### src/rtl/y86_instr_encoder.sv
// Serialises decoded Y86 instruction fields into byte-wide instruction memory, one byte per cycle.
// Optional running byte checksum output enabled by defining ENCODER_CHECKSUM_EN.
module y86_instr_encoder #(
  parameter int unsigned ADDR_W    = 10,
  parameter int unsigned MEM_DEPTH = 1024,
  parameter int unsigned BASE_ADDR = 0
) (
  input  logic              clock,
  input  logic              reset_n,
  input  logic              in_valid,
  output logic              in_ready,
  input  logic [3:0]        in_code,
  input  logic [3:0]        in_fun,
  input  logic [3:0]        ra,
  input  logic [3:0]        rb,
  input  logic [63:0]       val_c,
  output logic              mem_we,
  output logic [ADDR_W-1:0] mem_addr,
  output logic [7:0]        mem_wdata,
  output logic [ADDR_W-1:0] wr_ptr,
  output logic [15:0]       instr_count,
  output logic              in_error,
  output logic              bad_mem,
  output logic              flag_halt
`ifdef ENCODER_CHECKSUM_EN
  ,output logic [7:0]       checksum
`endif
);

  // Pointer carries one extra bit so a completely full memory is distinguishable from empty.
  localparam int unsigned PTR_W = ADDR_W + 1;

  typedef enum logic [1:0] {IDLE, EMIT, STOP} state_t;

  function automatic logic [3:0] instr_len(input logic [3:0] code);
    case (code)
      4'd0, 4'd1, 4'd9:          instr_len = 4'd1;
      4'd2, 4'd6, 4'd10, 4'd11:  instr_len = 4'd2;
      4'd3, 4'd4, 4'd5:          instr_len = 4'd10;
      4'd7, 4'd8:                instr_len = 4'd9;
      default:                   instr_len = 4'd1;
    endcase
  endfunction

  state_t             r_state, w_state_nxt;
  logic               r_in_ready, w_in_ready_nxt;
  logic               r_mem_we, w_mem_we_nxt;
  logic [ADDR_W-1:0]  r_mem_addr, w_mem_addr_nxt;
  logic [7:0]         r_mem_wdata, w_mem_wdata_nxt;
  logic [PTR_W-1:0]   r_wr_ptr, w_wr_ptr_nxt;
  logic [15:0]        r_instr_count, w_instr_count_nxt;
  logic               r_in_error, w_in_error_nxt;
  logic               r_bad_mem, w_bad_mem_nxt;
  logic               r_flag_halt, w_flag_halt_nxt;
  logic [3:0]         r_code, w_code_nxt;
  logic [3:0]         r_fun, w_fun_nxt;
  logic [3:0]         r_ra, w_ra_nxt;
  logic [3:0]         r_rb, w_rb_nxt;
  logic [63:0]        r_valc, w_valc_nxt;
  logic [3:0]         r_len, w_len_nxt;
  logic [3:0]         r_k, w_k_nxt;

  logic [3:0]         w_len;
  logic [PTR_W-1:0]   w_end;
  logic [63:0]        w_shift;
  logic [7:0]         w_byte;

  assign w_len = instr_len(in_code);
  assign w_end = r_wr_ptr + PTR_W'(w_len);

  // Byte k (k >= 1) of the latched instruction; constants go out most-significant byte first.
  always_comb begin
    w_shift = '0;
    w_byte  = {r_code, r_fun};
    if (r_len == 4'd9) begin
      w_shift = r_valc >> {4'd8 - r_k, 3'b000};
      w_byte  = w_shift[7:0];
    end else if (r_k == 4'd1) begin
      w_byte  = {r_ra, r_rb};
    end else begin
      w_shift = r_valc >> {4'd9 - r_k, 3'b000};
      w_byte  = w_shift[7:0];
    end
  end

  always_ff @(posedge clock or negedge reset_n) begin
    if (!reset_n) begin
      r_state       <= IDLE;
      r_in_ready    <= 1'b0;
      r_mem_we      <= 1'b0;
      r_mem_addr    <= '0;
      r_mem_wdata   <= '0;
      r_wr_ptr      <= PTR_W'(BASE_ADDR);
      r_instr_count <= '0;
      r_in_error    <= 1'b0;
      r_bad_mem     <= 1'b0;
      r_flag_halt   <= 1'b0;
      r_code        <= '0;
      r_fun         <= '0;
      r_ra          <= '0;
      r_rb          <= '0;
      r_valc        <= '0;
      r_len         <= '0;
      r_k           <= '0;
    end else begin
      r_state       <= w_state_nxt;
      r_in_ready    <= w_in_ready_nxt;
      r_mem_we      <= w_mem_we_nxt;
      r_mem_addr    <= w_mem_addr_nxt;
      r_mem_wdata   <= w_mem_wdata_nxt;
      r_wr_ptr      <= w_wr_ptr_nxt;
      r_instr_count <= w_instr_count_nxt;
      r_in_error    <= w_in_error_nxt;
      r_bad_mem     <= w_bad_mem_nxt;
      r_flag_halt   <= w_flag_halt_nxt;
      r_code        <= w_code_nxt;
      r_fun         <= w_fun_nxt;
      r_ra          <= w_ra_nxt;
      r_rb          <= w_rb_nxt;
      r_valc        <= w_valc_nxt;
      r_len         <= w_len_nxt;
      r_k           <= w_k_nxt;
    end
  end

  // Byte 0 is emitted on the accept edge; EMIT sends the rest, then commits pointer and count.
  always_comb begin
    w_state_nxt       = r_state;
    w_in_ready_nxt    = 1'b0;
    w_mem_we_nxt      = 1'b0;
    w_mem_addr_nxt    = r_mem_addr;
    w_mem_wdata_nxt   = r_mem_wdata;
    w_wr_ptr_nxt      = r_wr_ptr;
    w_instr_count_nxt = r_instr_count;
    w_in_error_nxt    = r_in_error;
    w_bad_mem_nxt     = r_bad_mem;
    w_flag_halt_nxt   = r_flag_halt;
    w_code_nxt        = r_code;
    w_fun_nxt         = r_fun;
    w_ra_nxt          = r_ra;
    w_rb_nxt          = r_rb;
    w_valc_nxt        = r_valc;
    w_len_nxt         = r_len;
    w_k_nxt           = r_k;
    case (r_state)
      IDLE: begin
        w_in_ready_nxt = 1'b1;
        if (in_valid && r_in_ready) begin
          w_in_ready_nxt = 1'b0;
          w_code_nxt     = in_code;
          w_fun_nxt      = in_fun;
          w_ra_nxt       = ra;
          w_rb_nxt       = rb;
          w_valc_nxt     = val_c;
          w_len_nxt      = w_len;
          if (in_code > 4'd11) begin
            w_in_error_nxt = 1'b1;
            w_state_nxt    = STOP;
          end else if (w_end > PTR_W'(MEM_DEPTH)) begin
            w_bad_mem_nxt  = 1'b1;
            w_state_nxt    = STOP;
          end else begin
            w_mem_we_nxt    = 1'b1;
            w_mem_addr_nxt  = r_wr_ptr[ADDR_W-1:0];
            w_mem_wdata_nxt = {in_code, in_fun};
            w_k_nxt         = 4'd1;
            w_state_nxt     = EMIT;
          end
        end
      end
      EMIT: begin
        if (r_k < r_len) begin
          w_mem_we_nxt    = 1'b1;
          w_mem_addr_nxt  = r_wr_ptr[ADDR_W-1:0] + ADDR_W'(r_k);
          w_mem_wdata_nxt = w_byte;
          w_k_nxt         = r_k + 4'd1;
        end else begin
          w_wr_ptr_nxt      = r_wr_ptr + PTR_W'(r_len);
          w_instr_count_nxt = r_instr_count + 16'd1;
          if (r_code == 4'd0) begin
            w_flag_halt_nxt = 1'b1;
            w_state_nxt     = STOP;
          end else begin
            w_in_ready_nxt  = 1'b1;
            w_state_nxt     = IDLE;
          end
        end
      end
      STOP: w_state_nxt = STOP;
      default: w_state_nxt = IDLE;
    endcase
  end

  assign in_ready    = r_in_ready;
  assign mem_we      = r_mem_we;
  assign mem_addr    = r_mem_addr;
  assign mem_wdata   = r_mem_wdata;
  assign wr_ptr      = r_wr_ptr[ADDR_W-1:0];
  assign instr_count = r_instr_count;
  assign in_error    = r_in_error;
  assign bad_mem     = r_bad_mem;
  assign flag_halt   = r_flag_halt;

`ifdef ENCODER_CHECKSUM_EN
  logic [7:0] r_checksum;

  // Running modulo-256 sum of every byte that left on the write port.
  always_ff @(posedge clock or negedge reset_n) begin
    if (!reset_n)      r_checksum <= '0;
    else if (r_mem_we) r_checksum <= r_checksum + r_mem_wdata;
  end

  assign checksum = r_checksum;
`endif

endmodule
### config.mk
export PLATFORM = sky130hd
export DESIGN_NAME = y86_instr_encoder
export DESIGN_NICKNAME = d
export VERILOG_FILES = /design/src/rtl/y86_instr_encoder.sv
export SDC_FILE = /design/constraint.sdc
export NUM_CORES = 1
export LEC_CHECK = 0
export ABC_AREA = 1
export CORE_MARGIN = 3
export CORE_UTILIZATION = 54
export CTS_CLUSTER_SIZE = 14
export DETAILED_ROUTE_END_ITERATION = 16
export GPL_ROUTABILITY_DRIVEN = 1
export PLACE_DENSITY = 0.81
export SLEW_MARGIN = 20
export SYNTH_ARGS = -nofsm -noshare
export SYNTH_HDL_FRONTEND = slang
export SYNTH_SLANG_ARGS = --single-unit
### constraint.sdc
create_clock -name clock -period 3.6 [get_ports clock]
set_input_delay 0.36 -clock clock [delete_from_list [all_inputs] [get_ports clock]]
set_output_delay 0.36 -clock clock [all_outputs]
set_load 0.05 [all_outputs]
==> results.sh, run 1 <==
export IMPL_num_antenna_cells=0
export IMPL_ys_warn_count=0
export IMPL_fill_cells=1061
export IMPL_crit_chain="clkdlybuf4s50_1 -> nand2_1 -> nand2_1 -> a21oi_1 -> inv_1 -> ha_1 -> fa_1 -> nand3_2 -> nand2_1 -> nand2_1 -> xor2_1 -> nor2_1 -> nand3_1 -> nand2_2 -> nand3_4 -> nand2_4 -> nand2_1 -> nand2_1"
export IMPL_netlist_area_um2=7580
export IMPL_async_reset_ff_share_pct=100.0
export IMPL_total_power_mw=3.431
export IMPL_hold_path_class="reg2reg"
export IMPL_cp_depth=18
export IMPL_postSynthAreaPerCell_um2=7.680
export IMPL_cp_max_fo=22
export IMPL_gp_congestion=0.9300
export IMPL_grt_use_total_pct=26.21
export IMPL_ant_nets=0
export IMPL_cts_tree="built"
export IMPL_insertion_delay_ps=420
export IMPL_finalHoldViolCount=0
export IMPL_nets=1194
export IMPL_coreArea_um2=13510
export IMPL_wl_met3_mm=1.183
export IMPL_crit_slowest_cell="clkdlybuf4s50_1"
export IMPL_die_x_um=124.5
export IMPL_path_class="in2reg"
export IMPL_fin_cells=1279
export IMPL_ff_latch_area_um2=3379
export IMPL_ys_flop_type="dfrtp_1"
export IMPL_path_clk_slew_ps=60
export IMPL_netlist_cell_type_count=33
export IMPL_startpoint="in_code[1]"
export IMPL_cellPowerDensity_nw_per_um2=359.5
export IMPL_start_util_pct=56.12
export IMPL_placed_cells=1246
export IMPL_area_delta_synth_final_pct=25.90
export IMPL_cpPeakStageDelay_ps=490
export IMPL_final_cell_mix="nand2_1, dfrtp_1, clkdlybuf4s50_1, o21ai_0, inv_1"
export IMPL_peakVddDrop_v=0.0002971
export IMPL_overflow=0
export IMPL_cp_buffers_inverters=2
export IMPL_multi_input_area_um2=3477
export IMPL_ys_seq_area_share_pct=44.57
export IMPL_io_pins=132
export IMPL_vias_per_cell=5.465
export IMPL_drtIter0Drc=674
export IMPL_fin_crit_sh_pct=83.09
export IMPL_holdWs_ps=472.9
export IMPL_min_period_ps=2991
export IMPL_cts_buffers_inserted=17
export IMPL_cpMostUsedCell="nand2_1"
export IMPL_setup_viol=0
export IMPL_holdPathStages=1
export IMPL_status="complete, no violations"
export IMPL_cp_start_kind="primary input"
export IMPL_vias=6990
export IMPL_synthCells=987
export IMPL_ys_seq_elements=135
export IMPL_r2r_slack_ps=1050
export IMPL_synth_nets=1091
export IMPL_drc=0
export IMPL_grt_pass1_vias=6858
export IMPL_r2r_start="r_wr_ptr[0]$_DFFE_PN0P_"
export IMPL_reg2reg_depth=13
export IMPL_tightestPinTransition_ps=725.1
export IMPL_fin_worst_skew_ps=7.360
export IMPL_max_slew_margin_pct=51.66
export IMPL_drive_gt1_share_pct=5.893
export IMPL_maxCapViolCount=0
export IMPL_antenna_found_initial=0
export IMPL_port_buffer_count=131
export IMPL_fp_dieH_um=124.5
export IMPL_synth_edf_count=0
export IMPL_clockBufferDepth=2
export IMPL_top_layer_used="met4"
export IMPL_clockRootBuffer="clkbuf_16"
export IMPL_grt_max_degree=88
export IMPL_wl_per_cell_um=15.41
export IMPL_r2r_end="mem_addr[6]$_DFFE_PN0P_"
export IMPL_dr_wl_met2_mm=9.694
export IMPL_drtPass1Iterations=5
export IMPL_die_area_um2=15490
export IMPL_fmax_ghz=0.3343
export IMPL_end_kind="flip-flop"
export IMPL_postCtsSetupRepairBufs=0
export IMPL_finalWirelength_mm=19.71
export IMPL_rows=42
export IMPL_tns_ps=0
export IMPL_required_ps=3950
export IMPL_m1WireLength_mm=7.970
export IMPL_grt_pass1_wl_mm=33.13
export IMPL_rsz0062_at_grt="false"
export IMPL_crit_path_end="mem_addr[6]$_DFFE_PN0P_"
export IMPL_dpl_hpwl_mm=14.33
export IMPL_layout_commonest_cell="nand2_1"
export IMPL_worstPathArrival_ps=3340
export IMPL_drv_slew=0
export IMPL_p_leak_nw=4.581
export IMPL_ctsHtreeMaxLevel=4
export IMPL_cp_top_family="simple AND/OR/NAND/NOR gates"
export IMPL_clkSinkCount=135
==> state kept, by name, summed over array words and instances, names as in the netlist <==
| register | count |
|---|---|
| bad_mem | 1 |
| flag_halt | 1 |
| in_error | 1 |
| in_ready | 1 |
| instr_count | 16 |
| mem_addr | 10 |
| mem_wdata | 8 |
| mem_we | 1 |
| r_code | 4 |
| r_k | 4 |
| r_len | 3 |
| r_ra | 4 |
| r_rb | 4 |
| r_state | 2 |
| r_valc | 64 |
| r_wr_ptr | 11 |
==> worst reg2reg max path: stages, from the launching register on <==
cell     delay [ps]
dfrtp_1         470
ha_1            280
fa_1            430
nand3_2         110
nand2_1          90
nand2_1          90
xor2_1           70
nor2_1           90
nand3_1          90
nand2_2         120
nand3_4         180
nand2_4         290
nand2_1         120
nand2_1          80
==> metal layers <==
layer,up-vias,track usage [%]
met5,-,0
met4,0,13.99
met3,63,4.931
met2,297,42.88
met1,3226,33.01
li1,3404,-
==> synth_stat cells (4+ instances only) <==
library cell,count,area [um2]
o211ai_1,20,150.1
clkbuf_1,21,78.83
inv_2,7,26.28
buf_4,10,75.07
nand2_2,5,31.28
dfrtp_1,135,3378
o21bai_1,5,37.54
buf_2,22,110.1
o21ai_1,4,20.02
buf_1,5,18.77
xnor2_1,10,87.58
o21ai_0,127,635.6
nor2_1,42,157.7
ha_1,18,225.2
xor2_1,27,236.5
nand3_1,71,355.3
inv_1,103,386.6
a21oi_1,67,335.3
nand2_1,256,960.9
nor3_1,7,35.03
a31oi_1,4,25.02
==> per-stage QoR <==
step / setup slack [ps] / area (um2) / util, %
floorplan: 1056 / 7580 / -
global placement: 348.8 / 8934 / 66.15
detailed placement: 206.2 / 8934 / 66.15
CTS: 635.7 / 9543 / 70.66
global route: 270.7 / 9543 / 70.66
finish: 608.9 / 9543 / 70.66
==> where the power goes <==
group	switching, mW	internal, mW
sequential	0	1.52
combinational	0.0619	0.0912
clock	0.624	1.13
total	0.686	2.74
==> cell families after synthesis <==
| kind of cell | after synthesis | share of synthesized area [%] |
|---|---|---|
| AND/OR/NAND/NOR | 394 | 21.67 |
| AO/OA/AOI/OAI | 229 | 16.09 |
| buffers and inverters | 171 | 9.624 |
| flip-flops | 135 | 44.57 |
| XOR/XNOR | 37 | 4.275 |
| adder cells (fa/ha/maj) | 21 | 3.764 |
==> layout make-up <==
cell class	instances	area share, %
timing repair buffer	145	15.24
tap	176	2.308
multi-input combinational	681	36.44
sequential	135	35.41
clock buffer	22	4.969
inverter	110	4.327
clock inverter	10	1.311
==> what timing repair did <==
item                      4_1_cts  5_1_grt
hold endpoints to repair       44        0
gates resized for setup         0        0
hold buffers                    1        0
==> how the worst min path moves through the flow <==
stage,startpoint,end,slack [ps]
after detailed placement,reset_n,instr_count[11]$_DFFE_PN0P_,410
after floorplan,reset_n,bad_mem$_DFFE_PN0P_,60
after global placement,reset_n,instr_count[11]$_DFFE_PN0P_,400
after CTS,r_code[1]$_DFFE_PN0P_,r_code[1]$_DFFE_PN0P_,480
final,instr_count[15]$_DFFE_PN0P_,instr_count[15]$_DFFE_PN0P_,470
after global routing,ra[1],r_ra[1]$_DFFE_PN0P_,490
No activity file was read; power rests on OpenSTA's default activity.
==> inputs of run 2 (changes only) <==
- clock period: 3.6 -> 2.9 ns (I/O delays scaled with it)
==> results.sh, run 2 (synthesis gave the netlist of run 1 again) <==
export IMPL_final_cell_mix="nand2_1, dfrtp_1, clkdlybuf4s50_1, o21ai_0, inv_1"
export IMPL_path_class="in2reg"
export IMPL_required_ps=3200
export IMPL_placed_cells=1261
export IMPL_setup_viol=0
export IMPL_vias=7022
export IMPL_num_antenna_cells=0
export IMPL_tns_ps=0
export IMPL_clockRootBuffer="clkbuf_16"
export IMPL_top_register="r_valc"
export IMPL_die_area_um2=15490
export IMPL_path_clk_slew_ps=60
export IMPL_port_buffer_count=131
export IMPL_die_x_um=124.5
export IMPL_ctsHtreeMaxLevel=4
export IMPL_nets=1209
export IMPL_clockBufferDepth=2
export IMPL_area_delta_synth_final_pct=27.63
export IMPL_rows=42
export IMPL_setup_ws_ps=266.7
export IMPL_postCtsSetupRepairBufs=0
export IMPL_antenna_found_initial=0
export IMPL_fp_dieH_um=124.5
export IMPL_peakVddDrop_v=0.0003692
export IMPL_clkSinkCount=135
export IMPL_fin_worst_skew_ps=10.09
export IMPL_place_area_um2=9021
export IMPL_stdcell_area_um2=9674
export IMPL_r2r_start="r_k[1]$_DFFE_PN0P_"
export IMPL_drive_gt1_share_pct=7.335
export IMPL_maxCapViolCount=0
export IMPL_rsz0062_at_grt="false"
export IMPL_startpoint="in_code[1]"
export IMPL_io_pins=132
export IMPL_p_leak_nw=4.645
export IMPL_ant_nets=0
export IMPL_drv_slew=0
export IMPL_finalHoldViolCount=0
export IMPL_grt_pass1_wl_mm=33.39
export IMPL_cts_tree="built"
export IMPL_drtIter0Drc=673
export IMPL_overflow=0
export IMPL_drtPass1Iterations=8
export IMPL_insertion_delay_ps=420
export IMPL_holdWs_ps=402.4
export IMPL_finalWirelength_mm=19.70
export IMPL_dpl_hpwl_mm=14.22
export IMPL_worstPathArrival_ps=2930
export IMPL_cp_start_kind="primary input"
export IMPL_max_slew_margin_pct=44.76
export IMPL_start_util_pct=56.12
export IMPL_min_period_ps=2633
export IMPL_largest_reg_flops=64
export IMPL_status="complete, no violations"
export IMPL_fin_crit_sh_pct=90.80
export IMPL_grt_use_total_pct=26.25
export IMPL_cp_max_fo=10
export IMPL_gp_congestion=0.9196
export IMPL_drc=0
export IMPL_layout_commonest_cell="nand2_1"
export IMPL_vias_per_cell=5.427
export IMPL_hold_path_class="in2async"
export IMPL_post_place_ws_ps=-202.2
export IMPL_tightestPinTransition_ps=827.7
export IMPL_coreArea_um2=13510
export IMPL_fmax_ghz=0.3798
export IMPL_wl_per_cell_um=15.22
export IMPL_fin_cells=1294
export IMPL_end_kind="flip-flop"
export IMPL_grt_pass1_vias=6909
export IMPL_cellPowerDensity_nw_per_um2=453.1
export IMPL_grt_max_degree=89
export IMPL_cts_buffers_inserted=17
run 2: final cells by class:
cell class / instances / area (um2)
fillers: 1108 / 3831
multi-input cells: 681 / 3490
flip-flops and latches: 135 / 3379
repair buffers: 160 / 1541
clock buffers: 20 / 456.7
inverters: 110 / 412.9
well taps: 176 / 220.2
clock inverters: 12 / 173.9
run 2: worst max-delay path: stages:
cell and delay, ps:
clkdlybuf4s50_1 440, nand2_1 90, nand2_1 70, a21oi_2 200
inv_1 60, ha_1 200, fa_1 430, nand3_2 120
nand2_1 90, nand3_1 90, xor2_1 150, nand3_1 110
nand2_2 110, nand3_4 120, buf_4 200, nand3_1 70
nand2_1 70
run 2: repair_timing:
action,CTS,global route
setup endpoints to repair,0,19
hold endpoints to repair,36,0
resized for setup,0,2
hold buffers,1,0
run 2: metal layers:
layer	GRT usage [%]	routed length [um]
met5	0	0
met4	10.90	640
met2	44.21	9667
met1	33.20	8260
met3	5.017	1128
run 2: report_power, final:
part | internal, mW | switching (mW) | total [mW]
Sequential | 1.88 | 0 | 1.88
Combinational | 0.123 | 0.0798 | 0.203
Clock | 1.48 | 0.815 | 2.30
run 2: final timing paths:
path	end	slack [ps]	cells after the start
max in group asynchronous	r_k[0]$_DFFE_PN0P_	1800	3
min	r_len[0]$_DFFE_PN0P_	400	2
max	mem_addr[0]$_DFFE_PN0P_	270	17
min reg2reg	instr_count[15]$_DFFE_PN0P_	480	1
max reg2reg	mem_wdata[1]$_DFFE_PN0P_	440	12
min in group clock	r_valc[62]$_DFFE_PN0P_	410	3
run 2: stage by stage:
step	utilization (%)	power [mW]
3_5_place_dp	66.80	2.122
4_1_cts	71.54	4.401
2_1_floorplan	-	1.945
5_1_grt	71.63	4.495
3_3_place_gp	66.80	2.119
6_report	71.63	4.384
==> inputs of run 3 (changes only) <==
- CORE_UTILIZATION: 54 -> 64
- DONT_BUFFER_PORTS: default -> 1
- PLACE_DENSITY: 0.81 -> 0.8
==> results.sh, run 3 (synthesis gave the netlist of run 1 again) <==
export IMPL_rows=39
export IMPL_crit_chain="ha_1 -> fa_1 -> nor2_1 -> nand4_1 -> nor2_1 -> nand3_1 -> nor2_1 -> nand3_1 -> nand2_2 -> nand3_4 -> nand2_4 -> nand2_1 -> nand2_1"
export IMPL_maxCapViolCount=0
export IMPL_drtPass1Iterations=5
export IMPL_holdWs_ps=-433.8
export IMPL_dpl_hpwl_mm=13.06
export IMPL_clkSinkCount=135
export IMPL_ff_latch_area_um2=3379
export IMPL_m1WireLength_mm=8.047
export IMPL_total_power_mw=4.316
export IMPL_cp_max_fo=22
export IMPL_min_period_ps=2493
export IMPL_status="finished with violations"
export IMPL_final_cell_mix="nand2_1, dfrtp_1, o21ai_0, inv_1, nand3_1"
export IMPL_gp_congestion=0.9071
export IMPL_die_x_um=114.8
export IMPL_layout_commonest_cell="nand2_1"
export IMPL_drtIter0Drc=728
export IMPL_insertion_delay_ps=420
export IMPL_setup_viol=0
export IMPL_grt_use_total_pct=30.21
export IMPL_overflow=0
export IMPL_fin_crit_sh_pct=85.98
export IMPL_r2r_slack_ps=410
export IMPL_top_layer_used="met4"
export IMPL_rsz0062_at_grt="false"
export IMPL_drv_slew=0
export IMPL_cp_start_kind="flip-flop"
export IMPL_vias_per_cell=5.859
export IMPL_ctsHoldBuffers=35
export IMPL_vias=6779
export IMPL_multi_input_area_um2=3477
export IMPL_port_buffer_count=0
export IMPL_clockRootBuffer="clkbuf_16"
export IMPL_end_kind="flip-flop"
export IMPL_peakVddDrop_v=0.0003728
export IMPL_fp_dieH_um=114.8
export IMPL_die_area_um2=13180
export IMPL_path_class="reg2reg"
export IMPL_coreArea_um2=11520
export IMPL_antenna_found_initial=0
export IMPL_path_clk_slew_ps=60
export IMPL_cts_tree="built"
export IMPL_ant_nets=0
export IMPL_drive_gt1_share_pct=7.298
export IMPL_io_pins=132
export IMPL_required_ps=3250
export IMPL_p_leak_nw=4.289
export IMPL_nets=1105
export IMPL_cellPowerDensity_nw_per_um2=500.4
export IMPL_drc=0
export IMPL_hold_path_class="in2async"
export IMPL_crit_slowest_cell="fa_1"
export IMPL_violations="hold timing"
export IMPL_num_antenna_cells=0
export IMPL_wl_met3_mm=1.217
export IMPL_grt_pass1_wl_mm=31.28
export IMPL_r2r_start="r_wr_ptr[0]$_DFFE_PN0P_"
export IMPL_finalHoldViolCount=135
export IMPL_dr_wl_met2_mm=9.541
export IMPL_finalWirelength_mm=19.48
export IMPL_worstPathArrival_ps=2850
export IMPL_wl_per_cell_um=16.83
export IMPL_max_slew_margin_pct=47.08
export IMPL_start_util_pct=65.82
export IMPL_tns_ps=0
export IMPL_clockBufferDepth=2
export IMPL_fin_worst_skew_ps=6.017
export IMPL_cts_buffers_inserted=17
export IMPL_r2r_end="mem_addr[0]$_DFFE_PN0P_"
export IMPL_fmax_ghz=0.4011
export IMPL_top_register="r_valc"
export IMPL_fill_cells=856
export IMPL_largest_reg_flops=64
export IMPL_tightestPinTransition_ps=793.0
export IMPL_area_delta_synth_final_pct=13.80
export IMPL_cpMostUsedCell="nor2_1"
export IMPL_cpPeakStageDelay_ps=460
export IMPL_grt_pass1_vias=6491
export IMPL_reg2reg_depth=13
export IMPL_grt_max_degree=136
export IMPL_ctsHtreeMaxLevel=4
[run 3: power breakdown]
group          leakage, nW  total [mW]  switching, mW  internal, mW
Clock                0.319        2.35          0.815          1.54
Combinational         2.44      0.0772         0.0314        0.0458
Sequential            1.53        1.88              0          1.88
Total                 4.29        4.32          0.846          3.47
[run 3: worst max-delay path, delay by kind of cell, from the launching register on]
| family | cells | cell delay (ps) |
|---|---|---|
| simple gates | 11 | 1320 |
| flops | 1 | 400 |
| fa+ha+maj | 2 | 710 |
[run 3: repair_timing]
item | in CTS | in global routing
gates resized for setup | 0 | 0
endpoints found under the hold margin | 170 | 135
setup buffers | 0 | 0
[run 3: area by class of cell]
class	count	share of cell area, %
well taps	143	2.074
flip-flops and latches	135	39.18
repair buffers	56	6.179
clock inverters	14	2.379
inverters	110	4.787
multi-input cells	681	40.31
clock buffers	18	5.091
[run 3: per-layer routing]
layer | vias up | global-route usage, %
met3 | 56 | 6.158
met4 | 0 | 13.15
met1 | 3202 | 38.89
met2 | 300 | 49.83
li1 | 3221 | -
met5 | - | 0
[run 3: worst max-delay path by stage]
| stage | startpoint | cells past startpoint | slack [ps] | endpoint |
|---|---|---|---|---|
| 2_1_floorplan | r_k[0]$_DFFE_PN0P_ | 17 | 360 | mem_wdata[1]$_DFFE_PN0P_ |
| 3_3_place_gp | in_code[3] | 17 | 210 | mem_addr[8]$_DFFE_PN0P_ |
| 3_5_place_dp | in_code[3] | 17 | 80 | mem_addr[7]$_DFFE_PN0P_ |
| 4_1_cts | r_wr_ptr[0]$_DFFE_PN0P_ | 13 | 410 | mem_addr[7]$_DFFE_PN0P_ |
| 5_1_grt | r_wr_ptr[0]$_DFFE_PN0P_ | 13 | 200 | mem_addr[9]$_DFFE_PN0P_ |
| 6_report | r_wr_ptr[0]$_DFFE_PN0P_ | 13 | 410 | mem_addr[0]$_DFFE_PN0P_ |
[run 3: stage by stage]
step	setup WS, ps	area (um2)	instances	utilization, %	hold slack, ps
6_report	406.7	8626	1157	74.90	-433.8
4_1_cts	414.2	8626	1157	74.90	-442.6
3_3_place_gp	213.4	7631	1090	66.26	-2.928
2_1_floorplan	360.6	7580	987	-	-5.591
3_5_place_dp	76.20	7631	1090	66.26	-2.862
5_1_grt	204.0	8626	1157	74.90	-450.1
